**src/rtl/bsg_print_stat_pkg.sv**
```systemverilog
// Shared definitions for the print_stat event queue: tag kinds, kind field
// geometry, region FSM states and the {timestamp, tag} entry layout.

// Declares a packed entry struct holding a timestamp above a tag.
// Used inside modules so that the widths follow the module parameters.
`define BSG_PRINT_STAT_ENTRY_T(name, ts_w, tag_w) \
    typedef struct packed {                       \
        logic [(ts_w)-1:0]  ts;                   \
        logic [(tag_w)-1:0] tag;                  \
    } name;

package bsg_print_stat_pkg;

    // Kind field occupies the top bits of every tag.
    localparam int kind_width_lp = 2;

    typedef enum logic [kind_width_lp-1:0] {
        STAT  = 2'b00,
        START = 2'b01,
        END   = 2'b10,
        RSVD  = 2'b11
    } print_stat_kind_e;

    typedef enum logic {
        REGION_IDLE   = 1'b0,
        REGION_ACTIVE = 1'b1
    } region_state_e;

    // Lowest bit index of the kind field in a tag of the given width.
    function automatic int kind_lsb(input int tag_width);
        return tag_width - kind_width_lp;
    endfunction

endpackage

```
**src/rtl/bsg_print_stat_event_ring.sv**
```systemverilog
// Circular buffer of timestamped events with valid/yumi output.
// Full and empty are told apart by the occupancy register; pointers wrap.

module bsg_print_stat_event_ring
    import bsg_print_stat_pkg::*;
#(
    parameter int width_p = 96,
    parameter int els_p   = 8
) (
    input  logic                       clk_i,
    input  logic                       reset_n_i,
    input  logic                       v_i,
    input  logic [width_p-1:0]         data_i,
    input  logic                       yumi_i,
    output logic                       v_o,
    output logic [width_p-1:0]         data_o,
    output logic [$clog2(els_p+1)-1:0] count_o
);

    localparam int ptr_width_lp   = $clog2(els_p);
    localparam int count_width_lp = $clog2(els_p+1);

    logic [width_p-1:0]        mem_r [els_p];
    logic [ptr_width_lp-1:0]   wptr_r;
    logic [ptr_width_lp-1:0]   rptr_r;
    logic [count_width_lp-1:0] count_r;
    logic                      pop;

    assign v_o     = (count_r != '0);
    assign data_o  = mem_r[rptr_r];
    assign count_o = count_r;

    // A yumi with nothing to pop is ignored so the ring state never corrupts.
    assign pop = yumi_i & v_o;

    // Storage write; contents need no reset because v_o gates them.
    always_ff @(posedge clk_i) begin
        if (reset_n_i && v_i) begin
            mem_r[wptr_r] <= data_i;
        end
    end

    // Pointer and occupancy bookkeeping; push+pop leaves the count unchanged.
    always_ff @(posedge clk_i) begin
        if (!reset_n_i) begin
            wptr_r  <= '0;
            rptr_r  <= '0;
            count_r <= '0;
        end else begin
            if (v_i) begin
                wptr_r <= wptr_r + ptr_width_lp'(1);
            end
            if (pop) begin
                rptr_r <= rptr_r + ptr_width_lp'(1);
            end
            if (v_i && !pop) begin
                count_r <= count_r + count_width_lp'(1);
            end else if (!v_i && pop) begin
                count_r <= count_r - count_width_lp'(1);
            end
        end
    end

    // The host must never consume from an empty queue.
    always_ff @(posedge clk_i) begin
        if (reset_n_i) begin
            assert (!(yumi_i && !v_o));
        end
    end

endmodule

```
**src/rtl/bsg_print_stat_event_queue.sv**
```systemverilog
// Timestamps snooped print_stat events into a small FIFO for the host,
// counts drops while full and tracks kernel start/end region balance.

module bsg_print_stat_event_queue
    import bsg_print_stat_pkg::*;
#(
    parameter int data_width_p     = 32,
    parameter int ctr_width_p      = 64,
    parameter int els_p            = 8,
    parameter int drop_ctr_width_p = 32
) (
    input  logic                                clk_i,
    input  logic                                reset_n_i,
    input  logic                                print_stat_v_i,
    input  logic [data_width_p-1:0]             print_stat_tag_i,
    input  logic [ctr_width_p-1:0]              global_ctr_i,
    output logic                                v_o,
    output logic [ctr_width_p+data_width_p-1:0] data_o,
    input  logic                                yumi_i,
    output logic [$clog2(els_p+1)-1:0]          count_o,
    output logic [drop_ctr_width_p-1:0]         drop_count_o,
    output logic                                overflow_o,
    output logic                                region_active_o,
    output logic                                region_err_o,
    input  logic                                clear_i
);

    `BSG_PRINT_STAT_ENTRY_T(entry_s, ctr_width_p, data_width_p)

    localparam int count_width_lp = $clog2(els_p+1);
    localparam int kind_lsb_lp    = kind_lsb(data_width_p);
    localparam logic [count_width_lp-1:0] full_count_lp = count_width_lp'(els_p);

    entry_s           wr_entry;
    logic             accept;
    logic             drop;
    logic             region_err_evt;
    print_stat_kind_e kind;
    region_state_e    region_state_r;

    assign wr_entry = '{ts: global_ctr_i, tag: print_stat_tag_i};
    assign kind     = print_stat_kind_e'(print_stat_tag_i[kind_lsb_lp +: kind_width_lp]);

    // A full queue still accepts when the host pops the head in the same cycle.
    assign accept = print_stat_v_i & ((count_o != full_count_lp) | yumi_i);
    assign drop   = print_stat_v_i & ~accept;

    assign region_err_evt = print_stat_v_i &
                            (((region_state_r == REGION_IDLE)   && (kind == END)) ||
                             ((region_state_r == REGION_ACTIVE) && (kind == START)));

    bsg_print_stat_event_ring #(
        .width_p (ctr_width_p + data_width_p),
        .els_p   (els_p)
    ) ring (
        .clk_i     (clk_i),
        .reset_n_i (reset_n_i),
        .v_i       (accept),
        .data_i    (wr_entry),
        .yumi_i    (yumi_i),
        .v_o       (v_o),
        .data_o    (data_o),
        .count_o   (count_o)
    );

    // Saturating drop counter and sticky overflow; a drop outranks clear.
    always_ff @(posedge clk_i) begin
        if (!reset_n_i) begin
            drop_count_o <= '0;
            overflow_o   <= 1'b0;
        end else if (drop) begin
            overflow_o <= 1'b1;
            if (clear_i) begin
                drop_count_o <= drop_ctr_width_p'(1);
            end else if (drop_count_o != '1) begin
                drop_count_o <= drop_count_o + drop_ctr_width_p'(1);
            end
        end else if (clear_i) begin
            drop_count_o <= '0;
            overflow_o   <= 1'b0;
        end
    end

    // Region FSM runs on every valid event, dropped or not; error is sticky.
    always_ff @(posedge clk_i) begin
        if (!reset_n_i) begin
            region_state_r  <= REGION_IDLE;
            region_active_o <= 1'b0;
            region_err_o    <= 1'b0;
        end else begin
            if (print_stat_v_i) begin
                if (kind == START) begin
                    region_state_r  <= REGION_ACTIVE;
                    region_active_o <= 1'b1;
                end else if (kind == END) begin
                    region_state_r  <= REGION_IDLE;
                    region_active_o <= 1'b0;
                end
            end
            if (region_err_evt) begin
                region_err_o <= 1'b1;
            end else if (clear_i) begin
                region_err_o <= 1'b0;
            end
        end
    end

endmodule

```
**config.mk**
```make
export PLATFORM = sky130hd
export DESIGN_NAME = bsg_print_stat_event_queue
export DESIGN_NICKNAME = d
export VERILOG_FILES = /design/src/rtl/bsg_print_stat_pkg.sv /design/src/rtl/bsg_print_stat_event_ring.sv /design/src/rtl/bsg_print_stat_event_queue.sv
export SDC_FILE = /design/constraint.sdc
export NUM_CORES = 1
export LEC_CHECK = 0
export CELL_PAD_IN_SITES_DETAIL_PLACEMENT = 1
export CELL_PAD_IN_SITES_GLOBAL_PLACEMENT = 2
export CORE_MARGIN = 4
export CORE_UTILIZATION = 25
export DETAILED_ROUTE_END_ITERATION = 12
export PLACE_DENSITY = 0.45
export SYNTH_ARGS = -nofsm -noshare
export SYNTH_HDL_FRONTEND = slang
export SYNTH_SLANG_ARGS = --single-unit
```
**constraint.sdc**
```tcl
create_clock -name clk_i -period 36.6 [get_ports clk_i]
set_input_delay 9.15 -clock clk_i [delete_from_list [all_inputs] [get_ports clk_i]]
set_output_delay 9.15 -clock clk_i [all_outputs]
set_load 0.02 [all_outputs]
```
# After elaboration in Yosys (flattened, before gate mapping)
# Memory sizes are Yosys's and may differ from the RTL's. A register that Yosys moved wholly into a read port is not among the register bits.
# Cells that the tools add are included.
word_totals:
  reg_bits: 45
  mem_bits_rw: 768
  inputBits: 101
  out_inout_bits: 136
  elab_cells: 55
  memories: 1
mem_list:
  columns: ["memory", "words", "width", "read_ports", "rd_clocked_by_memory_dff", "write_ports", "line", "source"]
  rows:
  - ["ring.mem_r", 8, 96, 1, 1, 1, "bsg_print_stat_event_ring.sv:23", "logic [width_p-1:0] mem_r [els_p];"]
classes:
  n_addsub: 5
  eq_ne: 4
  muxes: 15
  n_bitwise: 7
  reduce_logical: 16
op_table:
  columns: ["cell", "count"]
  rows:
  - ["2-to-1 mux 32 bit", 4]
  - ["adder 32 x 1 -> 32 bit, second input constant", 1]
  - ["!= test 32 bit, second input constant", 1]
  - ["nonzero test 2 bit", 5]
  - ["2-to-1 mux 4 bit", 2]
  - ["2-to-1 mux 1 bit", 7]
  - ["adder 3 x 1 -> 3 bit, second input constant", 2]
  - ["2-to-1 mux 3 bit", 2]
  - ["logical AND 1 bit", 5]
  - ["adder 4 x 1 -> 4 bit, second input constant", 1]
  - ["AND 1 bit", 4]
  - ["!= test 4 bit, second input constant", 1]
  - ["AND reduction 2 bit", 2]
  - ["nonzero test 4 bit", 1]
  - ["subtractor 4 x 1 -> 4 bit, second input constant", 1]
  - ["== test 2 x 1 -> 1 bit, second input constant", 1]
  - ["== test 2 bit, second input constant", 1]
  - ["zero test 1 bit", 2]
  - ["NOT 1 bit", 2]
  - ["logical OR 1 bit", 1]
  - ["OR 1 bit", 1]

# Depth between registers and ports, before layout
# Gate-level depths: netlist of the first run.
logic_depth:
  word_depth: 7
  depth_mapped: 12
  ltp_nobuf: 12

# Hierarchy
# From an unflattened synthesis of the first run, not the netlist that was laid out.
unflattened:
  cells_unflattened: 1399
  hier_area_um2: 31313.8
modules_own_cells:
  columns: ["module", "instances", "cells_per_inst", "area_per_inst_um2", "seq_area_each_um2"]
  rows:
  - ["bsg_print_stat_event_ring", 1, 1180, 29472.0, 23322.4]
  - ["bsg_print_stat_event_queue", 1, 219, 1841.8, 700.7]

# Worst setup path before layout of the first run
# OpenSTA, ideal clock, no wires.
synth_path:
  kind: "in2reg"
  startpoint: "in yumi_i"
  endpoint: "mem ring.mem_r[0][0] (enable)"
  setup_time_ps: 821
  arrival_time_ps: 19419
  required_ps: 35779
  path_slack_ps: 16360
  path_stages: 6
  n_path_buf: 0
  cell_sequence: "nor2b_1 nand2_1 nand2_1 inv_1 nand2b_1 nor4b_1"
synth_via:
  elab_chain_cells: 5
synth_rtl:
  columns: ["element", "line", "source"]
  rows:
  - ["start: declaration", "bsg_print_stat_event_queue.sv:19", "input logic yumi_i,"]
  - ["OR 1 bit", "bsg_print_stat_event_queue.sv:45", "assign accept = print_stat_v_i & ((count_o != full_count_lp) | yumi_i);"]
  - ["AND 1 bit", "bsg_print_stat_event_queue.sv:45", null]
  - ["via accept", "bsg_print_stat_event_queue.sv:35", "logic accept;"]
  - ["logical AND 1 bit", "bsg_print_stat_event_ring.sv:38", "if (reset_n_i && v_i) begin"]
  - ["2-to-1 mux 1 bit", "bsg_print_stat_event_ring.sv:38", null]
  - ["2-to-1 mux 1 bit (not written as such)", "bsg_print_stat_event_ring.sv:39", "mem_r[wptr_r] <= data_i;"]
  - ["end: declaration", "bsg_print_stat_event_ring.sv:23", null]
# The timed path passes the listed nets, and every way through them passes these cells.

==> results of run 1 <==
==> layout make-up <==
type	instances	area [sq um]	area share, %
antenna	2	5.00	0.0129
tap	1637	2050	5.26
inverter	9	33.8	0.0868
multi-input combinational	543	7120	18.3
clock inverter	50	556	1.43
clock buffer	119	2530	6.50
timing repair buffer	256	2590	6.65
sequential	816	24000	61.8
==> synth_stat cells, types with 2 or more instances <==
cell type,instances
a21oi_1,22
nor2_1,13
nor4b_1,2
inv_1,8
clkbuf_1,45
mux2_2,97
dfxtp_1,48
nand4_1,16
a211oi_1,2
ha_1,8
and3_4,2
nor4_4,2
nor3_1,16
mux4_2,192
and3_1,5
nor4_1,5
mux2i_1,4
or4_1,11
a21boi_0,4
buf_6,3
and4_1,4
o21ai_0,12
o41ai_1,2
nand2_1,33
xnor2_1,8
o31ai_1,11
and2_1,8
o21a_1,2
or3_4,2
a31oi_1,4
nor2b_1,8
o31a_1,2
or3_1,6
edfxtp_1,768
buf_2,20
nand2b_1,4
nand3_1,17
==> power breakdown <==
part | leakage (nW) | total [mW] | switching [mW] | internal (mW)
Sequential | 7.33 | 1.07 | 0.0285 | 1.04
Combinational | 2.82 | 0.546 | 0.259 | 0.288
Clock | 1.51 | 0.934 | 0.380 | 0.554
==> worst max-delay path by stage <==
stage / start / to / slack [ps] / depth (start not counted)
after floorplan: yumi_i / ring.mem_r[0][0]$_DFFE_PP_ / 16360 / 6
after global placement: flip-flop / data_o[44] / 23070 / 5
after detailed placement: flip-flop / data_o[65] / 23090 / 5
after CTS: flip-flop / data_o[65] / 22300 / 5
after global routing: flip-flop / data_o[48] / 22120 / 5
final: flip-flop / data_o[39] / 22680 / 5
==> cell families (layout without fill, tap and decap cells) <==
| family | Yosys count | in the layout | synth area share [%] |
|---|---|---|---|
| XOR/XNOR | 8 | 8 | 0.223 |
| multiplexers | 293 | 293 | 17.4 |
| other | 0 | 2 | 0 |
| AO/OA/AOI/OAI | 70 | 70 | 1.45 |
| buffers and inverters | 78 | 434 | 1.08 |
| flip-flops | 816 | 816 | 76.4 |
| adder cells (fa/ha/maj) | 9 | 9 | 0.382 |
| AND/OR/NAND/NOR | 163 | 163 | 3.07 |
==> through the flow <==
step,area [sq um],power (mW),setup WS (ps)
after detailed placement,35800,1.66,23090
final,38900,2.55,22680
after CTS,38900,2.62,22300
after global placement,35800,1.66,23070
after floorplan,31400,1.44,16360
after global routing,38900,2.69,22120
==> tightest hold or removal path, cell delays in order, from the launching register on <==
cell	delay, ps
dfxtp_1	310
nand2_1	50
a21boi_0	70
==> flip-flops by register name (all words and copies together), names as in the netlist, named ones only <==
signal and cells:
overflow_o 1, ring.mem_r 768, ring.count_o 4, region_err_o 1, ring.wptr_r 3, drop_count_o 32, ring.rptr_r 3, region_state_r 1
==> routing by layer <==
metal / track usage (%) / part of all wire, % / wire length [microns] / up-vias
li1: - / - / - / 6623
met1: 16.0 / 43 / 35400 / 8253
met2: 21.7 / 51 / 41900 / 268
met3: 2.87 / 4.6 / 3820 / 113
met4: 3.35 / 1.8 / 1520 / 12
met5: 0 / 0.092 / 76 / -
==> results.cfg, run 1 <==
[route]
drt_iter0_markers = 787
avgRoutedWirePerCell_microns = 24.1
drcViolationCount = 0
viasPerCell = 4.45
drtPass1Iterations = 4
ant_nets = 0
drt_wl_total_microns = 82800
vias = 15269

[die]
die_area_sq_um = 131000
dieHeight_microns = 363
die_w_microns = 363
initial_core_util_pct = 25.3
coreArea_sq_um = 124000
rows = 129
io_pins = 237

[worst_hold_path]
worst_hold_path.endpoint = overflow_o$_SDFFE_PN0P_
holdCritStartpoint = overflow_o$_SDFFE_PN0P_
min_path_type = flip-flop to flip-flop
hold_path_depth = 2

[placed_design]
port_buffers = 236
gp_congestion = 0.690
placedCellCount = 3261
hpwl_microns = 43300

[worst_setup_path]
worst-setup-path-type = flip-flop to output pin
start_kind = flip-flop
slowest_stage = dfxtp_4
ff2ff_setup_slack_ps = 32760
cp_top_family = buffers and inverters
crit_top_cell = buf_4
required_ps = 27450
cp_cell_sequence = buf_4 > buf_4 > mux4_2 > mux2_2 > clkdlybuf4s50_1
cp-end-kind = output pin
r2r_end = ring.mem_r[6][1]$_DFFE_PP_
critPathMaxFanout = 42
cpPeakStageDelay_ps = 970
critPathBufInv = 3
timing.rr.start = ring.count_o[0]$_SDFFE_PN0P_
r2r_cells = 8
arrival_ps = 4770

[clocking]
cts_buffers = 96
postCtsSetupRepairBufs = 0
clock_latency_ps = 660
htreeDepth = 3
cts_root_buffer = clkbuf_16
cts.path.max_buffers = 3
cts_resized = 0
hold_buffers = 0
cts_sinks = 816
cts_tree = done
clk_pin_slew_ps = 60

[logic_synthesis]
synth_ff_type = edfxtp_1
synth_edf_count = 768
seq_area_frac_synth_pct = 76.4
synth_top_area_cell = edfxtp_1
synthCells = 1437
synth_top_area_share_pct = 73.4
async_flop_share_pct = 0
syn_area_sq_um = 31400
synth_warnings = 0
avgSynthCellArea_sq_um = 21.9
synthTopCellsByArea = edfxtp_1 (73%), mux4_2 (14%), mux2_2 (3.5%), dfxtp_1 (3.1%), clkbuf_1 (0.54%)
synthesis.nets = 1547
synthDistinctLibCells = 58
ys_ff_latch = 816

[timing]
tightest_slew_ps = 1040
slew_headroom_pct = 30.3
drv_slew = 0
fin_setup_tns_ps = 0
skew_ps = 18.6
hold_ws_ps = 469
fmax_mhz = 71.8
fin_crit_ps = 13920
period_share_pct = 38.0
finalSetupViolCount = 0
finalHoldViolations = 0
grt_setup_unrepaired = false

[power_and_ir_drop]
vdd.ir_drop.worst_uv = 38.1
leakagePower_nw = 11.7
p_per_area_nw_per_um2 = 65.6

[layout]
final_cell_mix = edfxtp_1 (768), clkdlybuf4s50_1 (236), mux4_2 (192), mux2_2 (97), clkbuf_16 (97)
final_util_pct = 31.3
drive_above_1_share_pct = 25.9
stdcell_count = 3432
synthToLayoutAreaGrowth_pct = 23.8
layout_commonest_cell = edfxtp_1
fillers = 12421
final_nets = 1832

[status]
status = complete, no violations

[flow_run]
drv_cap = 0

[global_route]
grt_pass1_wl_microns = 121000
grt_use_total_pct = 12.6
gr-total-overflow = 0
antenna_found_initial = 7
grt_max_degree = 97
grt_pass1_vias = 17213
Note: power is estimated with default switching activity, not from simulation.
==> run 2, diff against run 1 <==
- PLACE_DENSITY: 0.45 -> 0.47
- clock period: 36.6 -> 11.4 ns (I/O delays scaled with it)
==> run 2 against run 1 <==
Global-route usage increased by 0.16 points. Routed wire length increased by 0.97%. Core utilization increased by 0.12 points. Critical endpoint is now data_o[1].
==> results.cfg, run 2 (synthesized netlist as in run 1, its figures left out) <==
[status]
status = complete, no violations

[worst_setup_path]
timing.rr.start = ring.count_o[0]$_SDFFE_PN0P_
cp-end-kind = output pin
critPathMaxFanout = 62
arrival_ps = 4290
r2r_cells = 8
start_kind = flip-flop
worst-setup-path-type = flip-flop to output pin
ff2ff_setup_slack_ps = 8090
required_ps = 8550
endpoint = data_o[1]
r2r_end = ring.mem_r[0][59]$_DFFE_PP_

[clocking]
postCtsSetupRepairBufs = 0
cts_tree = done
htreeDepth = 3
clk_pin_slew_ps = 60
cts_root_buffer = clkbuf_16
cts.path.max_buffers = 3
cts_buffers = 94
cts_sinks = 816
hold_buffers = 0
clock_latency_ps = 650
cts_resized = 0

[timing]
fin_setup_tns_ps = 0
finalSetupViolCount = 0
skew_ps = 19.7
drv_slew = 0
tightest_slew_ps = 1080
finalHoldViolations = 0
fmax_mhz = 140
grt_setup_unrepaired = false
fin_crit_ps = 7140
slew_headroom_pct = 28.3
period_share_pct = 62.6

[global_route]
grt_pass1_vias = 17457
grt_pass1_wl_microns = 123000
antenna_found_initial = 7
grt_use_total_pct = 12.7
gr-total-overflow = 0
grt_max_degree = 91

[power_and_ir_drop]
p_per_area_nw_per_um2 = 213
leakagePower_nw = 11.7
power_mw = 8.32
vdd.ir_drop.worst_uv = 170

[placed_design]
hpwl_microns = 45900
port_buffers = 236
gp_congestion = 0.678

[flow_run]
drv_cap = 0

[die]
die_area_sq_um = 131000
initial_core_util_pct = 25.3
rows = 129
coreArea_sq_um = 124000
dieHeight_microns = 363
die_w_microns = 363
io_pins = 237

[worst_hold_path]
min_path_type = flip-flop to flip-flop

[route]
drtPass1Iterations = 4
avgRoutedWirePerCell_microns = 24.3
vias = 15303
ant_nets = 0
viasPerCell = 4.44
drcViolationCount = 0
drt_iter0_markers = 1012
drt_wl_total_microns = 83600

[layout]
largest_reg_flops = 768
drive_above_1_share_pct = 26.9
final_nets = 1842
layout_commonest_cell = edfxtp_1
final_cell_mix = edfxtp_1 (768), clkdlybuf4s50_1 (236), mux4_2 (192), mux2_2 (97), clkbuf_16 (94)
synthToLayoutAreaGrowth_pct = 24.3
fillers = 12430
top_register = ring.mem_r
## run 2: cell types whose count changed in the layout (fill, tap and decap cells not counted), moves of 2 or more
cell        previous run  this run
buf_12                 6         1
buf_4                 14        31
bufinv_16              9        17
clkbuf_1              20        10
clkbuf_16             97        94
clkbuf_8               2         0
clkinv_16              2         0
clkinv_2              17        14
clkinv_4               0         4
clkinvlp_4             0         7
inv_6                  0         2
nor4b_2                2         0
nor4b_4                0         2
## run 2: layout make-up
type	count	area [sq um]	area share [%]
multi-input cells	543	7140	18.3
diodes	3	7.51	0.0192
repair buffers	268	2620	6.69
flip-flops and latches	816	24000	61.5
clock inverters	65	793	2.03
clock buffers	104	2390	6.12
inverters	9	33.8	0.0865
well taps	1637	2050	5.24
## run 2: critical path, cell delays in order (launching register included)
cell and delay [ps]:
dfxtp_4 560, buf_4 720, buf_4 900, mux4_2 430, mux2_2 270, clkdlybuf4s50_1 610
## run 2: metal layers
layer  GRT usage, %  vias up  part of all wire [%]
li1               -     6652                     -
met3           2.75      120                   4.6
met1           16.6     8227                    44
met5              0        -                 0.065
met2           21.6      296                    49
met4           3.48        8                   1.9
## run 2: per-stage QoR
stage	cell area [sq um]	util (%)	setup WS, ps	hold slack [ps]	std cells
after detailed placement	35900	28.9	4800	471	3273
after floorplan	31400	-	875	501	1437
after global placement	35900	28.9	4830	462	3273
after global routing	39100	31.4	4020	522	3442
final	39100	31.4	4260	474	3445
after CTS	39100	31.4	4050	480	3442
## run 2: worst min path at each step
stage | from | cells past startpoint | to | slack, ps
global route | overflow_o$_SDFFE_PN0P_ | 2 | overflow_o$_SDFFE_PN0P_ | 520
floorplan | ring.rptr_r[2]$_SDFFE_PN0P_ | 2 | flip-flop | 500
detailed placement | overflow_o$_SDFFE_PN0P_ | 2 | overflow_o$_SDFFE_PN0P_ | 470
finish | overflow_o$_SDFFE_PN0P_ | 2 | overflow_o$_SDFFE_PN0P_ | 470
CTS | overflow_o$_SDFFE_PN0P_ | 2 | overflow_o$_SDFFE_PN0P_ | 480
global placement | overflow_o$_SDFFE_PN0P_ | 2 | overflow_o$_SDFFE_PN0P_ | 460
## run 2: where the power goes
group	switching, mW	leakage, nW	internal [mW]
Clock	1.22	1.54	1.89
Combinational	0.856	2.88	0.928
Sequential	0.0713	7.33	3.35
Total	2.15	11.7	6.17
